**src/rtl/bus_apb_pkg.sv**
```systemverilog
// Shared types and helpers for the request/ready bus to APB4 bridge.
package bus_apb_pkg;

  localparam int unsigned STRB_MAX_W = 4;
  localparam logic [2:0]  APB_PROT_DEFAULT = 3'b000;

  typedef enum logic [1:0] {
    IDLE   = 2'd0,
    SETUP  = 2'd1,
    ACCESS = 2'd2,
    RESP   = 2'd3
  } apb_state_e;

  // Any asserted byte strobe marks a write; all-zero strobes mark a read.
  function automatic logic bus_is_write(input logic [STRB_MAX_W-1:0] wstb);
    return |wstb;
  endfunction

endpackage

```
**src/rtl/bus_apb_decoder.sv**
```systemverilog
// Combinational address decoder: maps a byte address onto one of NUM_SLAVES
// equally sized windows starting at BASE_ADDR.
module bus_apb_decoder #(
  parameter int unsigned            ADDR_WIDTH      = 32,
  parameter int unsigned            NUM_SLAVES      = 4,
  parameter logic [ADDR_WIDTH-1:0]  BASE_ADDR       = '0,
  parameter int unsigned            SLAVE_SPAN_LOG2 = 12,
  parameter int unsigned            IDX_W           = (NUM_SLAVES > 1) ? $clog2(NUM_SLAVES) : 1
) (
  input  logic [ADDR_WIDTH-1:0] addr,
  output logic                  hit,
  output logic [IDX_W-1:0]      idx
);

  logic [ADDR_WIDTH-1:0] offset;
  logic [ADDR_WIDTH-1:0] slot;

  always_comb begin
    offset = addr - BASE_ADDR;
    slot   = offset >> SLAVE_SPAN_LOG2;
    hit    = (addr >= BASE_ADDR) && (slot < ADDR_WIDTH'(NUM_SLAVES));
    idx    = IDX_W'(slot);
  end

endmodule

```
**src/rtl/bus_apb_bridge.sv**
```systemverilog
// Bridge from the simple request/ready bus to an APB4 segment: decode,
// SETUP/ACCESS sequencing with wait states, per-transfer timeout, miss errors.
module bus_apb_bridge
  import bus_apb_pkg::*;
#(
  parameter int unsigned           ADDR_WIDTH      = 32,
  parameter int unsigned           DATA_WIDTH      = 32,
  parameter int unsigned           NUM_SLAVES      = 4,
  parameter logic [ADDR_WIDTH-1:0] BASE_ADDR       = '0,
  parameter int unsigned           SLAVE_SPAN_LOG2 = 12,
  parameter int unsigned           TIMEOUT_CYCLES  = 16
) (
  input  logic                             clk,
  input  logic                             rst_n,
  input  logic                             bus_ena,
  input  logic [DATA_WIDTH/8-1:0]          bus_wstb,
  input  logic [ADDR_WIDTH-1:0]            bus_addr,
  input  logic [DATA_WIDTH-1:0]            bus_wdata,
  output logic                             bus_ready,
  output logic [DATA_WIDTH-1:0]            bus_rdata,
  output logic                             bus_slverr,
  output logic [ADDR_WIDTH-1:0]            paddr,
  output logic                             pwrite,
  output logic [DATA_WIDTH-1:0]            pwdata,
  output logic [DATA_WIDTH/8-1:0]          pstrb,
  output logic [2:0]                       pprot,
  output logic [NUM_SLAVES-1:0]            psel,
  output logic                             penable,
  input  logic [NUM_SLAVES*DATA_WIDTH-1:0] prdata,
  input  logic [NUM_SLAVES-1:0]            pready,
  input  logic [NUM_SLAVES-1:0]            pslverr,
  output logic                             timeout_evt
);

  localparam int unsigned STRB_W  = DATA_WIDTH / 8;
  localparam int unsigned IDX_W   = (NUM_SLAVES > 1) ? $clog2(NUM_SLAVES) : 1;
  localparam int unsigned CNT_W   = (TIMEOUT_CYCLES > 0) ? $clog2(TIMEOUT_CYCLES + 1) : 1;
  localparam int unsigned CNT_MAX = (TIMEOUT_CYCLES > 0) ? TIMEOUT_CYCLES : 1;

  apb_state_e              state_q, state_d;
  logic [IDX_W-1:0]        idx_q, idx_d;
  logic [CNT_W-1:0]        cnt_q, cnt_d;
  logic [ADDR_WIDTH-1:0]   paddr_q, paddr_d;
  logic                    pwrite_q, pwrite_d;
  logic [DATA_WIDTH-1:0]   pwdata_q, pwdata_d;
  logic [STRB_W-1:0]       pstrb_q, pstrb_d;
  logic [NUM_SLAVES-1:0]   psel_q, psel_d;
  logic                    penable_q, penable_d;
  logic                    ready_q, ready_d;
  logic [DATA_WIDTH-1:0]   rdata_q, rdata_d;
  logic                    slverr_q, slverr_d;
  logic                    tevt_q, tevt_d;

  logic                    dec_hit;
  logic [IDX_W-1:0]        dec_idx;
  logic                    req_write;
  logic                    sel_ready;
  logic                    sel_err;
  logic [DATA_WIDTH-1:0]   sel_rdata;

  bus_apb_decoder #(
    .ADDR_WIDTH      (ADDR_WIDTH),
    .NUM_SLAVES      (NUM_SLAVES),
    .BASE_ADDR       (BASE_ADDR),
    .SLAVE_SPAN_LOG2 (SLAVE_SPAN_LOG2),
    .IDX_W           (IDX_W)
  ) u_decoder (
    .addr (bus_addr),
    .hit  (dec_hit),
    .idx  (dec_idx)
  );

  assign req_write = bus_is_write(STRB_MAX_W'(bus_wstb));
  assign sel_ready = pready[idx_q];
  assign sel_err   = pslverr[idx_q];
  assign sel_rdata = prdata[idx_q*DATA_WIDTH +: DATA_WIDTH];

  always_comb begin
    state_d   = state_q;
    idx_d     = idx_q;
    cnt_d     = cnt_q;
    paddr_d   = paddr_q;
    pwrite_d  = pwrite_q;
    pwdata_d  = pwdata_q;
    pstrb_d   = pstrb_q;
    psel_d    = psel_q;
    penable_d = penable_q;
    ready_d   = 1'b0;
    rdata_d   = '0;
    slverr_d  = 1'b0;
    tevt_d    = 1'b0;

    unique case (state_q)
      IDLE: begin
        if (bus_ena) begin
          if (dec_hit) begin
            state_d  = SETUP;
            idx_d    = dec_idx;
            cnt_d    = '0;
            paddr_d  = bus_addr;
            pwrite_d = req_write;
            pwdata_d = req_write ? bus_wdata : '0;
            pstrb_d  = req_write ? bus_wstb : '0;
            psel_d   = NUM_SLAVES'(1) << dec_idx;
          end else begin
            state_d  = RESP;
            ready_d  = 1'b1;
            slverr_d = 1'b1;
          end
        end
      end
      SETUP: begin
        state_d   = ACCESS;
        penable_d = 1'b1;
      end
      ACCESS: begin
        // A ready in the same cycle the counter hits the limit takes priority.
        if (sel_ready) begin
          state_d  = RESP;
          ready_d  = 1'b1;
          rdata_d  = pwrite_q ? '0 : sel_rdata;
          slverr_d = sel_err;
        end else if ((TIMEOUT_CYCLES != 0) && (cnt_q == CNT_W'(TIMEOUT_CYCLES))) begin
          state_d  = RESP;
          ready_d  = 1'b1;
          slverr_d = 1'b1;
          tevt_d   = 1'b1;
        end else if (cnt_q != CNT_W'(CNT_MAX)) begin
          cnt_d = cnt_q + CNT_W'(1);
        end
      end
      RESP: begin
        state_d = IDLE;
      end
      default: state_d = IDLE;
    endcase

    // APB side is quiet whenever the bus response is presented.
    if (state_d == RESP) begin
      paddr_d   = '0;
      pwrite_d  = 1'b0;
      pwdata_d  = '0;
      pstrb_d   = '0;
      psel_d    = '0;
      penable_d = 1'b0;
    end
  end

  always_ff @(posedge clk or negedge rst_n) begin
    if (!rst_n) begin
      state_q   <= IDLE;
      idx_q     <= '0;
      cnt_q     <= '0;
      paddr_q   <= '0;
      pwrite_q  <= 1'b0;
      pwdata_q  <= '0;
      pstrb_q   <= '0;
      psel_q    <= '0;
      penable_q <= 1'b0;
      ready_q   <= 1'b0;
      rdata_q   <= '0;
      slverr_q  <= 1'b0;
      tevt_q    <= 1'b0;
    end else begin
      state_q   <= state_d;
      idx_q     <= idx_d;
      cnt_q     <= cnt_d;
      paddr_q   <= paddr_d;
      pwrite_q  <= pwrite_d;
      pwdata_q  <= pwdata_d;
      pstrb_q   <= pstrb_d;
      psel_q    <= psel_d;
      penable_q <= penable_d;
      ready_q   <= ready_d;
      rdata_q   <= rdata_d;
      slverr_q  <= slverr_d;
      tevt_q    <= tevt_d;
    end
  end

  assign bus_ready   = ready_q;
  assign bus_rdata   = rdata_q;
  assign bus_slverr  = slverr_q;
  assign paddr       = paddr_q;
  assign pwrite      = pwrite_q;
  assign pwdata      = pwdata_q;
  assign pstrb       = pstrb_q;
  assign pprot       = APB_PROT_DEFAULT;
  assign psel        = psel_q;
  assign penable     = penable_q;
  assign timeout_evt = tevt_q;

endmodule
```
**config.mk**
```make
export PLATFORM = sky130hd
export DESIGN_NAME = bus_apb_bridge
export DESIGN_NICKNAME = d
export VERILOG_FILES = /design/src/rtl/bus_apb_pkg.sv /design/src/rtl/bus_apb_decoder.sv /design/src/rtl/bus_apb_bridge.sv
export SDC_FILE = /design/constraint.sdc
export NUM_CORES = 1
export LEC_CHECK = 0
export CAP_MARGIN = 10
export CORE_UTILIZATION = 28
export CTS_BUF_LIST = sky130_fd_sc_hd__clkbuf_8 sky130_fd_sc_hd__clkbuf_16
export CTS_CLUSTER_DIAMETER = 50
export DETAILED_ROUTE_END_ITERATION = 16
export HOLD_SLACK_MARGIN = 0.08
export PLACE_DENSITY = 0.59
export RECOVER_POWER = 25
export SLEW_MARGIN = 20
export SYNTH_ARGS = -nofsm -noshare
export SYNTH_HDL_FRONTEND = slang
export SYNTH_HIERARCHICAL = 1
export SYNTH_SLANG_ARGS = --single-unit
```
**constraint.sdc**
```tcl
create_clock -name clk -period 2.3 [get_ports clk]
set_clock_uncertainty 0.15 [all_clocks]
set_input_delay 0.46 -clock clk [delete_from_list [all_inputs] [get_ports clk]]
set_output_delay 0.46 -clock clk [all_outputs]
set_load 0.05 [all_outputs]
```
==> metrics.cfg <==
[timing]
worstMarginPinSlew_ns=0.882
maxSlewViolCount=0
fin_crit_ns=2.23
fin_crit_sh=0.970
max_freq_mhz=448
hold_viol_final=0
whs_ns=0.195
setup-violations-final=0
slew_headroom=0.412

[floorplanning]
initial_utilization=0.288
dieArea_sq_mm=0.0207
ios=319
die_y_um=144
die_w_um=144
num_rows=51
coreArea_sq_mm=0.0196

[critical_path]
crit-reg2reg-launch=state_q[0]
r2r_end=paddr[22]
cp-end-kind=flop
cp-start-kind=input port
crit_path_end=cnt_q[3]
rr_worst_depth=9
critical_path.startpoint=bus_addr[31]
critPathKind=input port to flop
cp_max_fo=3
reg2reg_setup_slack_ns=0.13
required_ns=2.47
cp_data_arrival_time_ns=2.40

[hold_path]
holdCritPathClass=input port to flop

[outcome]
status=finished, final reports clean

[synth]
yosys-top-cells-area=dfrtp_1, mux4_2, nand2_1
syn_area_per_cell_sq_um=10.9
ys.flop_type=dfrtp_1
async_flop_share=1.00
ys.warnings.count=6
synth_cells=519
synth_top_area_cell=dfrtp_1
synth_top_area_frac=0.523
syn_area_sq_mm=0.00565
yosysSeqAreaShare=0.523
synth-seq-cells=118
synth_edf_count=0
netlist-cell-type-count=44

[final_layout]
syn_to_final_growth_pct=78.9
stdcell_area_sq_mm=0.0101
final_common_cell=clkdlybuf4s50_1
multi_input_area_sq_mm=0.00260
fin_nets=1059
instances_no_fill=1125
diodes=0
final_layout_size_suffix_gt1_frac=0.177
final_cell_mix=clkdlybuf4s50_1, nand2_1, dfrtp_1
seqCellArea_sq_mm=0.00296
final.fill_count=1764

[clocking]
clock_sinks=118
cts_tree=built
path_clk_slew_ns=0.05
h-tree-depth=4
clock_latency_ns=0.41
root_buffer=clkbuf_16
cts_made_buffers=17
cts_buffer_depth=2

[place]
portBuffers=315
dpl.cell_count=1084
place.gp.congestion=0.810
post_dp_cell_area_sq_mm=0.00922
hpwl_mm=14.8

[power_and_ir_drop]
ir_drop_mv=0.449
leakage_uw=0.00411
powerDensity_mw_per_mm2=786

[job]
max_cap_viol_count=0

[drt]
drcViolationCount=0
wl_per_cell_um=18.2
vias=5187
drtPass1Iterations=5
routed_wl_mm=20.5
drtIter0Drc=173
drtAntennaViolNets=0
avgViaCountPerCell=4.61

[global_route]
first_global_vias=5521
grt.overflow.total=0
grt_pass1_wl_mm=29.7
grt_max_degree=55
track_usage=0.193
grt_antenna_before_repair=0

## cells in the mapped netlist, drive strengths merged, types with 5 or more instances
cell / n
nand2: 150
dfrtp: 118
a21oi: 42
nor2b: 35
o21ai: 34
mux4: 33
buf: 26
clkbuf: 17
nor2: 11
inv: 6
ha: 5
nand3: 5
nor4: 5
## how the worst min path moves through the flow
| stage | slack, ns | end | depth (start not counted) | startpoint |
|---|---|---|---|---|
| floorplan | 0.01 | bus_rdata[0] | 0 | rst_n |
| global placement | 0.30 | paddr[19] | 1 | rst_n |
| detailed placement | 0.30 | paddr[21] | 1 | rst_n |
| CTS | 0.25 | paddr[15] | 3 | bus_addr[15] |
| global route | 0.20 | paddr[25] | 3 | bus_addr[25] |
| finish | 0.19 | paddr[25] | 3 | bus_addr[25] |
## state kept, by name, indices dropped and copies added, names as in the netlist, 2 cells and up
signal	count
bus_rdata	32
paddr	32
pwdata	32
cnt_q	5
psel	4
pstrb	4
idx_q	2
state_q	2
## metrics by stage
step | total power, uW | setup TNS, ns | setup slack, ns | utilization
2_1_floorplan | 3750 | -0.143 | -0.0519 | -
3_3_place_gp | 4630 | -50.47 | -0.669 | 0.471
3_5_place_dp | 4670 | -52.11 | -0.741 | 0.471
4_1_cts | 7390 | 0 | 0.00212 | 0.504
5_1_grt | 8330 | -0.0100 | -0.0100 | 0.516
6_report | 7950 | 0 | 0.0697 | 0.516
## where the power goes
group          internal, uW  switching, uW
clock network          1690            942
registers              2230           83.2
logic                  1350           1650
## cell families (layout without fill, tap and decap cells)
group | Yosys count | after routing | synth area share
simple gates | 219 | 219 | 0.173
flops | 118 | 118 | 0.523
compound gates | 91 | 91 | 0.104
buf+inv | 49 | 388 | 0.0494
mux | 36 | 36 | 0.138
fa+ha+maj | 5 | 5 | 0.0111
other cells | 1 | 3 | 0.000664
## metal layers
metal | up-vias | global-route usage | part of all wire
li1 | 2431 | - | -
met2 | 206 | 0.340 | 0.52
met5 | - | 0 | 0
met4 | 0 | 0.0627 | 0.014
met1 | 2531 | 0.206 | 0.37
met3 | 19 | 0.0854 | 0.10
## worst max-delay path: stages
cell and delay (ns):
clkdlybuf4s15_1 0.18, or4_4 0.55, nor4_4 0.21, buf_4 0.18, nand3_4 0.09, a22oi_2 0.20, buf_4 0.16, buf_6 0.09
a41oi_2 0.10, o22ai_1 0.18
## area by class of cell
type | instances | area share
Timing Repair Buffer | 350 | 0.357
Sequential cell | 118 | 0.292
Multi-Input combinational cell | 354 | 0.258
Clock buffer | 21 | 0.0475
Tap cell | 265 | 0.0328
Clock inverter | 11 | 0.0106
Inverter | 6 | 0.00223
## what timing repair did
action,CTS,global route
hold buffers,1,0
endpoints found under the setup margin,81,82
setup buffers,0,1
cloned,0,7
gates resized for setup,25,41
endpoints found under the hold margin,31,0
pin swaps,8,11
(Power assumes the default switching activity.)
